$ cat src/rtl/uart_reg_bridge.sv
// uart_reg_bridge: byte-level request/response responder between a UART
// rx/tx pair and an 8-bit register bus.
//   Requests: 0x57 addr data -> write, answered 0x4B
//             0x52 addr      -> read, answered with the register byte
//             anything else  -> answered 0x3F
// Ports:
//   i_SysClock, i_Reset            clock, synchronous active-high reset
//   i_RxByte, i_RxDone             received byte + completion (edge-detected)
//   o_TxByte, o_TxValid, i_TxDone  response byte handshake with uart_tx
//   o_RegAddr, o_RegWrData         register bus address / write data
//   o_RegWr, o_RegRd, i_RegRdData  one-cycle strobes, read data
//   o_Busy, o_Overrun              not-idle flag, dropped-byte pulse
module uart_reg_bridge #(
  parameter int unsigned SYS_CLOCK     = 50000000,
  parameter int unsigned UART_BAUDRATE = 115200,
  parameter int unsigned TIMEOUT_BITS  = 20
) (
  input  logic       i_SysClock,
  input  logic       i_Reset,
  input  logic [7:0] i_RxByte,
  input  logic       i_RxDone,
  output logic [7:0] o_TxByte,
  output logic       o_TxValid,
  input  logic       i_TxDone,
  output logic [7:0] o_RegAddr,
  output logic [7:0] o_RegWrData,
  output logic       o_RegWr,
  output logic       o_RegRd,
  input  logic [7:0] i_RegRdData,
  output logic       o_Busy,
  output logic       o_Overrun
);

  localparam int unsigned TimeoutCycles = TIMEOUT_BITS * SYS_CLOCK / UART_BAUDRATE;
  localparam logic [31:0] TimeoutLast   = 32'(TimeoutCycles - 1);

  localparam logic [7:0] CmdWrite = 8'h57;
  localparam logic [7:0] CmdRead  = 8'h52;
  localparam logic [7:0] RspAck   = 8'h4B;
  localparam logic [7:0] RspErr   = 8'h3F;

  typedef enum logic [2:0] {
    ST_IDLE, ST_GET_ADDR, ST_GET_DATA, ST_REG_WRITE,
    ST_REG_READ, ST_READ_WAIT, ST_SEND, ST_SEND_GAP
  } state_e;

  state_e      state_q, state_d;
  logic        rx_done_q, tx_done_q;
  logic        rx_rise, tx_rise, to_expire;
  logic [31:0] to_cnt_q, to_cnt_d;
  logic        wr_flag_q, wr_flag_d;
  logic [7:0]  tx_byte_q, tx_byte_d;
  logic [7:0]  addr_q, addr_d;
  logic [7:0]  wdata_q, wdata_d;
  logic        tx_valid_q, tx_valid_d;
  logic        reg_wr_q, reg_wr_d;
  logic        reg_rd_q, reg_rd_d;
  logic        busy_q, busy_d;
  logic        overrun_q, overrun_d;

  assign rx_rise   = i_RxDone & ~rx_done_q;
  assign tx_rise   = i_TxDone & ~tx_done_q;
  // An arriving byte takes priority over an expiring timeout
  assign to_expire = ((state_q == ST_GET_ADDR) || (state_q == ST_GET_DATA)) &&
                     !rx_rise && (to_cnt_q == TimeoutLast);

  // State register, edge-detect history and timeout counter
  always_ff @(posedge i_SysClock) begin
    if (i_Reset) begin
      state_q   <= ST_IDLE;
      rx_done_q <= 1'b0;
      tx_done_q <= 1'b0;
      to_cnt_q  <= '0;
    end else begin
      state_q   <= state_d;
      rx_done_q <= i_RxDone;
      tx_done_q <= i_TxDone;
      to_cnt_q  <= to_cnt_d;
    end
  end

  // Next-state logic; the counter only advances while waiting for frame bytes
  always_comb begin
    state_d  = state_q;
    to_cnt_d = '0;
    unique case (state_q)
      ST_IDLE: begin
        if (rx_rise) begin
          if ((i_RxByte == CmdWrite) || (i_RxByte == CmdRead)) state_d = ST_GET_ADDR;
          else state_d = ST_SEND;
        end
      end
      ST_GET_ADDR: begin
        if (rx_rise)        state_d = wr_flag_q ? ST_GET_DATA : ST_REG_READ;
        else if (to_expire) state_d = ST_IDLE;
        else                to_cnt_d = to_cnt_q + 32'd1;
      end
      ST_GET_DATA: begin
        if (rx_rise)        state_d = ST_REG_WRITE;
        else if (to_expire) state_d = ST_IDLE;
        else                to_cnt_d = to_cnt_q + 32'd1;
      end
      ST_REG_WRITE: state_d = ST_SEND;
      ST_REG_READ:  state_d = ST_READ_WAIT;
      ST_READ_WAIT: state_d = ST_SEND;
      ST_SEND:      if (tx_rise) state_d = ST_SEND_GAP;
      ST_SEND_GAP:  state_d = ST_IDLE;
      default:      state_d = ST_IDLE;
    endcase
  end

  // Next values of the registered outputs and frame fields
  always_comb begin
    tx_byte_d  = tx_byte_q;
    addr_d     = addr_q;
    wdata_d    = wdata_q;
    wr_flag_d  = wr_flag_q;
    tx_valid_d = 1'b0;
    reg_wr_d   = 1'b0;
    reg_rd_d   = 1'b0;
    overrun_d  = 1'b0;
    busy_d     = (state_d != ST_IDLE);
    unique case (state_q)
      ST_IDLE: begin
        if (rx_rise) begin
          wr_flag_d = (i_RxByte == CmdWrite);
          if ((i_RxByte != CmdWrite) && (i_RxByte != CmdRead)) tx_byte_d = RspErr;
        end
      end
      ST_GET_ADDR: if (rx_rise) addr_d = i_RxByte;
      ST_GET_DATA: if (rx_rise) wdata_d = i_RxByte;
      ST_REG_WRITE: begin
        reg_wr_d  = 1'b1;
        tx_byte_d = RspAck;
        overrun_d = rx_rise;
      end
      ST_REG_READ: begin
        reg_rd_d  = 1'b1;
        overrun_d = rx_rise;
      end
      ST_READ_WAIT: begin
        tx_byte_d = i_RegRdData;
        overrun_d = rx_rise;
      end
      // Valid drops on the same edge the TX completion is seen
      ST_SEND: begin
        tx_valid_d = !tx_rise;
        overrun_d  = rx_rise;
      end
      ST_SEND_GAP: overrun_d = rx_rise;
      default: ;
    endcase
  end

  // Output and frame-field registers
  always_ff @(posedge i_SysClock) begin
    if (i_Reset) begin
      tx_byte_q  <= '0;
      addr_q     <= '0;
      wdata_q    <= '0;
      wr_flag_q  <= 1'b0;
      tx_valid_q <= 1'b0;
      reg_wr_q   <= 1'b0;
      reg_rd_q   <= 1'b0;
      busy_q     <= 1'b0;
      overrun_q  <= 1'b0;
    end else begin
      tx_byte_q  <= tx_byte_d;
      addr_q     <= addr_d;
      wdata_q    <= wdata_d;
      wr_flag_q  <= wr_flag_d;
      tx_valid_q <= tx_valid_d;
      reg_wr_q   <= reg_wr_d;
      reg_rd_q   <= reg_rd_d;
      busy_q     <= busy_d;
      overrun_q  <= overrun_d;
    end
  end

  assign o_TxByte    = tx_byte_q;
  assign o_TxValid   = tx_valid_q;
  assign o_RegAddr   = addr_q;
  assign o_RegWrData = wdata_q;
  assign o_RegWr     = reg_wr_q;
  assign o_RegRd     = reg_rd_q;
  assign o_Busy      = busy_q;
  assign o_Overrun   = overrun_q;

endmodule

$ cat config.mk
export PLATFORM = sky130hd
export DESIGN_NAME = uart_reg_bridge
export DESIGN_NICKNAME = d
export VERILOG_FILES = /design/src/rtl/uart_reg_bridge.sv
export SDC_FILE = /design/constraint.sdc
export NUM_CORES = 1
export LEC_CHECK = 0
export ABC_AREA = 1
export CAP_MARGIN = 10
export CORE_UTILIZATION = 53
export CTS_BUF_LIST = sky130_fd_sc_hd__clkbuf_8
export DETAILED_ROUTE_END_ITERATION = 8
export DONT_BUFFER_PORTS = 1
export PLACE_DENSITY = 0.7
export SYNTH_ARGS = -nofsm -noshare
export SYNTH_HDL_FRONTEND = slang
export SYNTH_SLANG_ARGS = --single-unit
export TNS_END_PERCENT = 30
$ cat constraint.sdc
create_clock -name i_SysClock -period 2 [get_ports i_SysClock]
set_input_delay 0.4 -clock i_SysClock [delete_from_list [all_inputs] [get_ports i_SysClock]]
set_output_delay 0.4 -clock i_SysClock [all_outputs]
set_load 0.005 [all_outputs]
==> impl_metrics.yaml, run 1 <==
route:
  detailedRoute.firstIterationViolations: 119
  vias: 2909
  totalWireLength_um: 7250
  drt_first_pass_iters: 4
  routed_wire_length_per_instance_um: 13.0
  detail-route-antenna-nets: 0
  detail_route.vias_per_cell: 5.23
  remaining_drc_errors: 0
clocking:
  clock_sink_count: 67
  clk_path_buf_depth: 2
  clock-root-buffer: "sky130_fd_sc_hd__clkbuf_8"
  clock_input_transition_at_the_sequential_cells_of_the_worst_setup_and_hold_paths_ns: 0.07
  clock_latency_on_the_worst_skew_pair_ns: 0.35
  post_cts.resized_instances: 0
  cts_tree: "done"
  postCtsSetupBuffers: 0
  total_of_hold_buffers_inserted_after_clock_tree_synthesis: 0
  cts-buffers-inserted: 9
  ctsHtreeMaxLevel: 3
placed_design:
  io_buffers: 0
  gp_congestion: 0.864
  place.detailed.instances: 542
  place.detailed.hpwl_um: 5460
  place_ws_ns: 0.273
  postPlaceCellArea_mm2: 0.00334
sta:
  min_period_over_period_pct: 81.0
  setup_repair_after_global_routing_missed_its_margin: "false"
  transition_at_the_pin_with_the_smallest_max_transition_slack_ns: 0.419
  relSlewSlack_pct: 71.9
  clock_skew_ns: 0.00752
  setup-tns-final_ns: 0
  finalHoldViolations: 0
  final_max_slew_viol_count: 0
  setup_ws_ns: 0.380
  fmaxAchievable_ghz: 0.617
  setup-violations-final: 0
  period_minus_slack_ns: 1.62
cells_and_area:
  finalNetCount: 499
  layout_common_cells: "108 x sky130_fd_sc_hd__nand2_1, 83 x sky130_fd_sc_hd__nor2_1, 67 x sky130_fd_sc_hd__dfxtp_1"
  final_instance_count_without_filler_cells: 556
  post_route_cells_drive_above_1_share_pct: 11.2
  area.sequential_mm2: 0.00134
  fillCellCount: 573
  antennaDiodeCount: 0
  layout.cells.most_common: "sky130_fd_sc_hd__nand2_1"
  finish.instance_area_mm2: 0.00352
  layout-area-overhead-vs-synth_pct: 8.82
  multiInputGateArea_mm2: 0.00165
worst_setup_path:
  worst_r2r_start: "to_cnt_q[0]"
  cp_slowest_cell: "sky130_fd_sc_hd__dfxtp_1"
  critical_path_arrival_ns: 1.86
  worstSetupStartpoint: "to_cnt_q[0]"
  criticalPathCategory: "reg -> reg"
  timing.critical_path.cells: "ha_1, nand3_2, inv_2, nand2_4, nor2_4, nand2_2, nor2_4, nand2_2, nor2_1, nor3b_2"
  timing.critical_path.from_type: "flop"
  cp.required_ns: 2.24
  crit_path_end_kind: "flop"
  critical-path-top-delay-family: "simple AND/OR/NAND/NOR gates"
  critical_path_peak_fanout: 5
  cp_slowest_stage_delay_ns: 0.34
  timing.critical_path.buf_inv: 1
pwr:
  ir_drop_mv: 0.573
  cellPowerDensity_mw_per_mm2: 832
  p_leak_nw: 1.30
global_route:
  grt_pass1_wl_um: 12000
  first_global_vias: 2702
  maximum_number_of_pins_on_one_net_before_global_route_repair: 33
  globalRouteTotalUtil_pct: 24.5
  grt_antenna_before_repair: 0
  grt_remaining_overflow: 0
logic_synthesis:
  yosysWarningCount: 0
  synth_fp_nets: 491
  syn_inst: 470
  synth-seq-area-share_pct: 41.5
  syn_avg_cell_area_um2: 6.88
  yosysUniqueCellTypes: 31
  postSynthRegisterBits: 67
  cell_area_after_synthesis_mm2: 0.00323
floorplan:
  die-area_mm2: 0.00642
  die_y_um: 80.1
  core_area_mm2: 0.00592
  placementRows: 28
  floorplan.io_pins: 49
  floorplan.initialDensity_pct: 54.6
  dieWidth_um: 80.1
outcome:
  run_status: "finished, final reports clean"
run:
  timing.max_cap.violations: 0
hold_path:
  hold_path_startpoint: "i_Reset"
  tightest_hold_check_type: "in -> reg"
worst paths after layout:
check	slack (ns)	to	cells past startpoint
worst max-delay path	0.38	to_cnt_q[22]	10
worst min-delay path	0.11	o_TxByte[2]	1
worst max register to register	0.38	to_cnt_q[22]	10
worst min register to register	0.46	to_cnt_q[31]	2
per-layer routing:
metal	vias to the layer above	global-route usage, %	wire length, µm
met5	-	0	0
met4	0	9.64	95
met3	9	5.91	346
met2	69	41.7	3460
met1	1318	29.6	3350
li1	1513	-	-
sequential cells by signal, indices dropped and copies added, names as in the netlist:
signal	cells
o_Overrun	1
o_Busy	1
o_RegRd	1
tx_done_q	1
to_cnt_q	32
o_RegWrData	8
wr_flag_q	1
rx_done_q	1
state_q	3
o_TxValid	1
o_RegWr	1
o_TxByte	8
o_RegAddr	8
layout make-up:
class / instances / area share (%)
Clock inverter: 5 / 1.60
Tap cell: 75 / 2.67
Sequential cell: 67 / 38.1
Timing Repair Buffer: 4 / 1.21
Multi-Input combinational cell: 339 / 46.8
Inverter: 57 / 6.08
Clock buffer: 9 / 3.52
where the power goes:
part / internal, mW / switching [mW] / leakage [nW] / total [mW]
clock network: 0.559 / 0.511 / 0.0909 / 1.07
registers: 1.43 / 0.0804 / 0.543 / 1.51
logic: 0.119 / 0.231 / 0.667 / 0.350
synth_stat cells (all sizes together):
master	instances	share of area, %
nand3b	3	0.70
nor2	90	12
xnor2	1	0.27
nand2	113	14
nand4	7	1.4
dfxtp	67	41
o31ai	3	0.70
buf	4	0.62
ha	1	0.39
clkinv	1	0.12
o211ai	1	0.23
nand3	17	2.8
inv	56	6.5
nor3	29	6.1
a31oi	1	0.19
o21ai	21	3.2
nor3b	2	0.62
clkbuf	3	0.35
a22oi	2	0.46
a21oi	33	5.1
or2	9	1.7
xor2	6	1.6
logic make-up after synthesis:
family	count (synthesis)	share of synthesized area, %
compound gates	61	9.94
simple gates	270	38.7
flops	67	41.5
fa+ha+maj	1	0.387
xor+xnor	7	1.90
buf+inv	64	7.58
worst reg2reg max path, stage by stage (launching register included):
cell	delay [ns]
sky130_fd_sc_hd__dfxtp_1	0.34
sky130_fd_sc_hd__ha_1	0.27
sky130_fd_sc_hd__nand3_2	0.13
sky130_fd_sc_hd__inv_2	0.10
sky130_fd_sc_hd__nand2_4	0.07
sky130_fd_sc_hd__nor2_4	0.11
sky130_fd_sc_hd__nand2_2	0.09
sky130_fd_sc_hd__nor2_4	0.13
sky130_fd_sc_hd__nand2_2	0.06
sky130_fd_sc_hd__nor2_1	0.14
sky130_fd_sc_hd__nor3b_2	0.06
metrics by stage:
step	power, mW	util (%)	hold slack (ns)
after floorplan	1.80	-	0.439
after global placement	1.88	56.4	0.447
after detailed placement	1.89	56.4	0.453
after CTS	2.94	59.4	0.105
after global routing	3.07	59.4	0.0929
final	2.93	59.4	0.108
Note: power is estimated with default switching activity, not from simulation.
==> run 2, diff against run 1 <==
- PLACE_DENSITY: 0.7 -> 0.73
- clock period: 2 -> 1.45 ns (I/O delays scaled with it)
==> run 2 against run 1 <==
  * The run now ends with negative setup slack left
  * Utilization is 11 points higher
  * Sequential cell count stayed put
  * Setup slack worse by 0.51 ns
  * Global-route usage is 1.9 points higher
  * Critical endpoint is now to_cnt_q[23]
  * Highest routed layer unchanged
==> impl_metrics.yaml, run 2 (synthesized netlist as in run 1, its figures left out) <==
outcome:
  run_status: "finished with violations"
  violations: "negative setup slack"
pwr:
  p_leak_nw: 1.59
  proportion_of_power_drawn_by_combinational_gates_pct: 16.3
  total_net_switching_power_mw: 1.28
  power.share.sequential_pct: 50.0
  internal-power_mw: 2.88
  report.power.total_mw: 4.16
  ir_drop_mv: 0.745
  switching_share_pct: 30.9
  cellPowerDensity_mw_per_mm2: 1000
  power.clock.fraction_pct: 33.7
clocking:
  clock_sink_count: 67
  cts_tree: "done"
  clock-root-buffer: "sky130_fd_sc_hd__clkbuf_8"
  cts-buffers-inserted: 9
  clk_path_buf_depth: 2
  clock_input_transition_at_the_sequential_cells_of_the_worst_setup_and_hold_paths_ns: 0.08
  clock_latency_on_the_worst_skew_pair_ns: 0.35
  ctsHtreeMaxLevel: 3
sta:
  final_max_slew_viol_count: 0
  setup-violations-final: 34
  transition_at_the_pin_with_the_smallest_max_transition_slack_ns: 0.421
  setup-tns-final_ns: -0.928
  period_minus_slack_ns: 1.58
  fmaxAchievable_ghz: 0.633
  relSlewSlack_pct: 71.7
  finalHoldViolations: 0
  setup_repair_after_global_routing_missed_its_margin: "true"
  fin_hold_ws_ns: 0.0634
  clock_skew_ns: 0.0116
  min_period_over_period_pct: 109
  setup_ws_ns: -0.129
placed_design:
  postPlaceCellArea_mm2: 0.00359
  gp_congestion: 0.893
  place_ws_ns: -0.0557
  io_buffers: 0
  place.detailed.hpwl_um: 5860
  place.detailed.instances: 573
worst_setup_path:
  timing.critical_path.from_type: "flop"
  crit_path_end_kind: "flop"
  critical_path_arrival_ns: 1.82
  critical_path_peak_fanout: 4
  criticalPathCategory: "reg -> reg"
  cp.required_ns: 1.70
route:
  remaining_drc_errors: 0
  detail_route.vias_per_cell: 5.37
  totalWireLength_um: 8690
  vias: 3211
  detailedRoute.firstIterationViolations: 169
  drt_first_pass_iters: 5
  detail-route-antenna-nets: 0
  routed_wire_length_per_instance_um: 14.5
global_route:
  grt_pass1_wl_um: 12900
  globalRouteTotalUtil_pct: 26.5
  groute.layer.met3.usage_pct: 8.07
  groute.layer.met1.usage_pct: 30.1
  grt.busiest_layer: "met2"
  grt_remaining_overflow: 0
  maximum_number_of_pins_on_one_net_before_global_route_repair: 24
  grt_antenna_before_repair: 0
  grt_use_met2_pct: 45.8
  first_global_vias: 2978
floorplan:
  dieWidth_um: 80.1
  core_area_mm2: 0.00592
  floorplan.initialDensity_pct: 54.6
  floorplan.io_pins: 49
  placementRows: 28
  die_y_um: 80.1
  die-area_mm2: 0.00642
cells_and_area:
  regMostFlops: "to_cnt_q"
  finalNetCount: 539
  final_util_pct: 70.3
  layout-area-overhead-vs-synth_pct: 28.6
  finish.instance_area_mm2: 0.00416
  largest_register_ff_count: 32
  layout_common_cells: "97 x sky130_fd_sc_hd__nand2_1, 70 x sky130_fd_sc_hd__nor2_1, 58 x sky130_fd_sc_hd__dfxtp_1"
  final_instance_count_without_filler_cells: 598
  post_route_cells_drive_above_1_share_pct: 30.4
  antennaDiodeCount: 0
  layout.cells.most_common: "sky130_fd_sc_hd__nand2_1"
hold_path:
  tightest_hold_check_type: "in -> reg"
run:
  timing.max_cap.violations: 0
[run 2: repair_timing]
action                     CTS  global route
hold buffers                 1             1
buffers inserted             2             4
resized for setup            6            77
gates cloned                 1             1
pin swaps                    2            14
setup endpoints to repair   35            59
hold endpoints to repair     8             1
[run 2: critical path: stages (launching register included)]
cell                      delay [ns]
sky130_fd_sc_hd__dfxtp_1        0.35
sky130_fd_sc_hd__inv_2          0.07
sky130_fd_sc_hd__nor3_1         0.37
sky130_fd_sc_hd__nand2_1        0.21
sky130_fd_sc_hd__nor3_2         0.29
sky130_fd_sc_hd__or2_2          0.16
sky130_fd_sc_hd__a21oi_2        0.04
[run 2: power groups by stage]
stage,sequential (mW),combinational (mW),clock (mW)
final,2.08,0.676,1.40
after global routing,2.10,0.755,1.52
after floorplan,2.08,0.397,0
after detailed placement,2.11,0.538,0
after CTS,2.07,0.583,1.43
after global placement,2.11,0.521,0
[run 2: final cells by class]
cell class                      instances  area (µm²)
Sequential cell                        67        1360
Fill cell                             472        1760
Clock buffer                            9         124
Multi-Input combinational cell        339        1930
Timing Repair Buffer                   44         393
Tap cell                               75        93.8
Clock inverter                          7        52.6
Inverter                               57         214
[run 2: path summary, 6_finish.rpt]
path | startpoint | end | slack [ns] | depth (start not counted)
max | to_cnt_q[22] | to_cnt_q[23] | -0.13 | 6
min | i_TxDone | tx_done_q | 0.06 | 2
max reg2reg | to_cnt_q[22] | to_cnt_q[23] | -0.13 | 6
min reg2reg | to_cnt_q[31] | to_cnt_q[31] | 0.46 | 2
[run 2: routing by layer]
layer,vias to the layer above,wire length (µm),part of all wire [%]
li1,1599,-,-
met1,1478,3550,41
met2,107,4410,51
met3,27,489,5.6
met5,-,0,0
met4,0,246,2.8
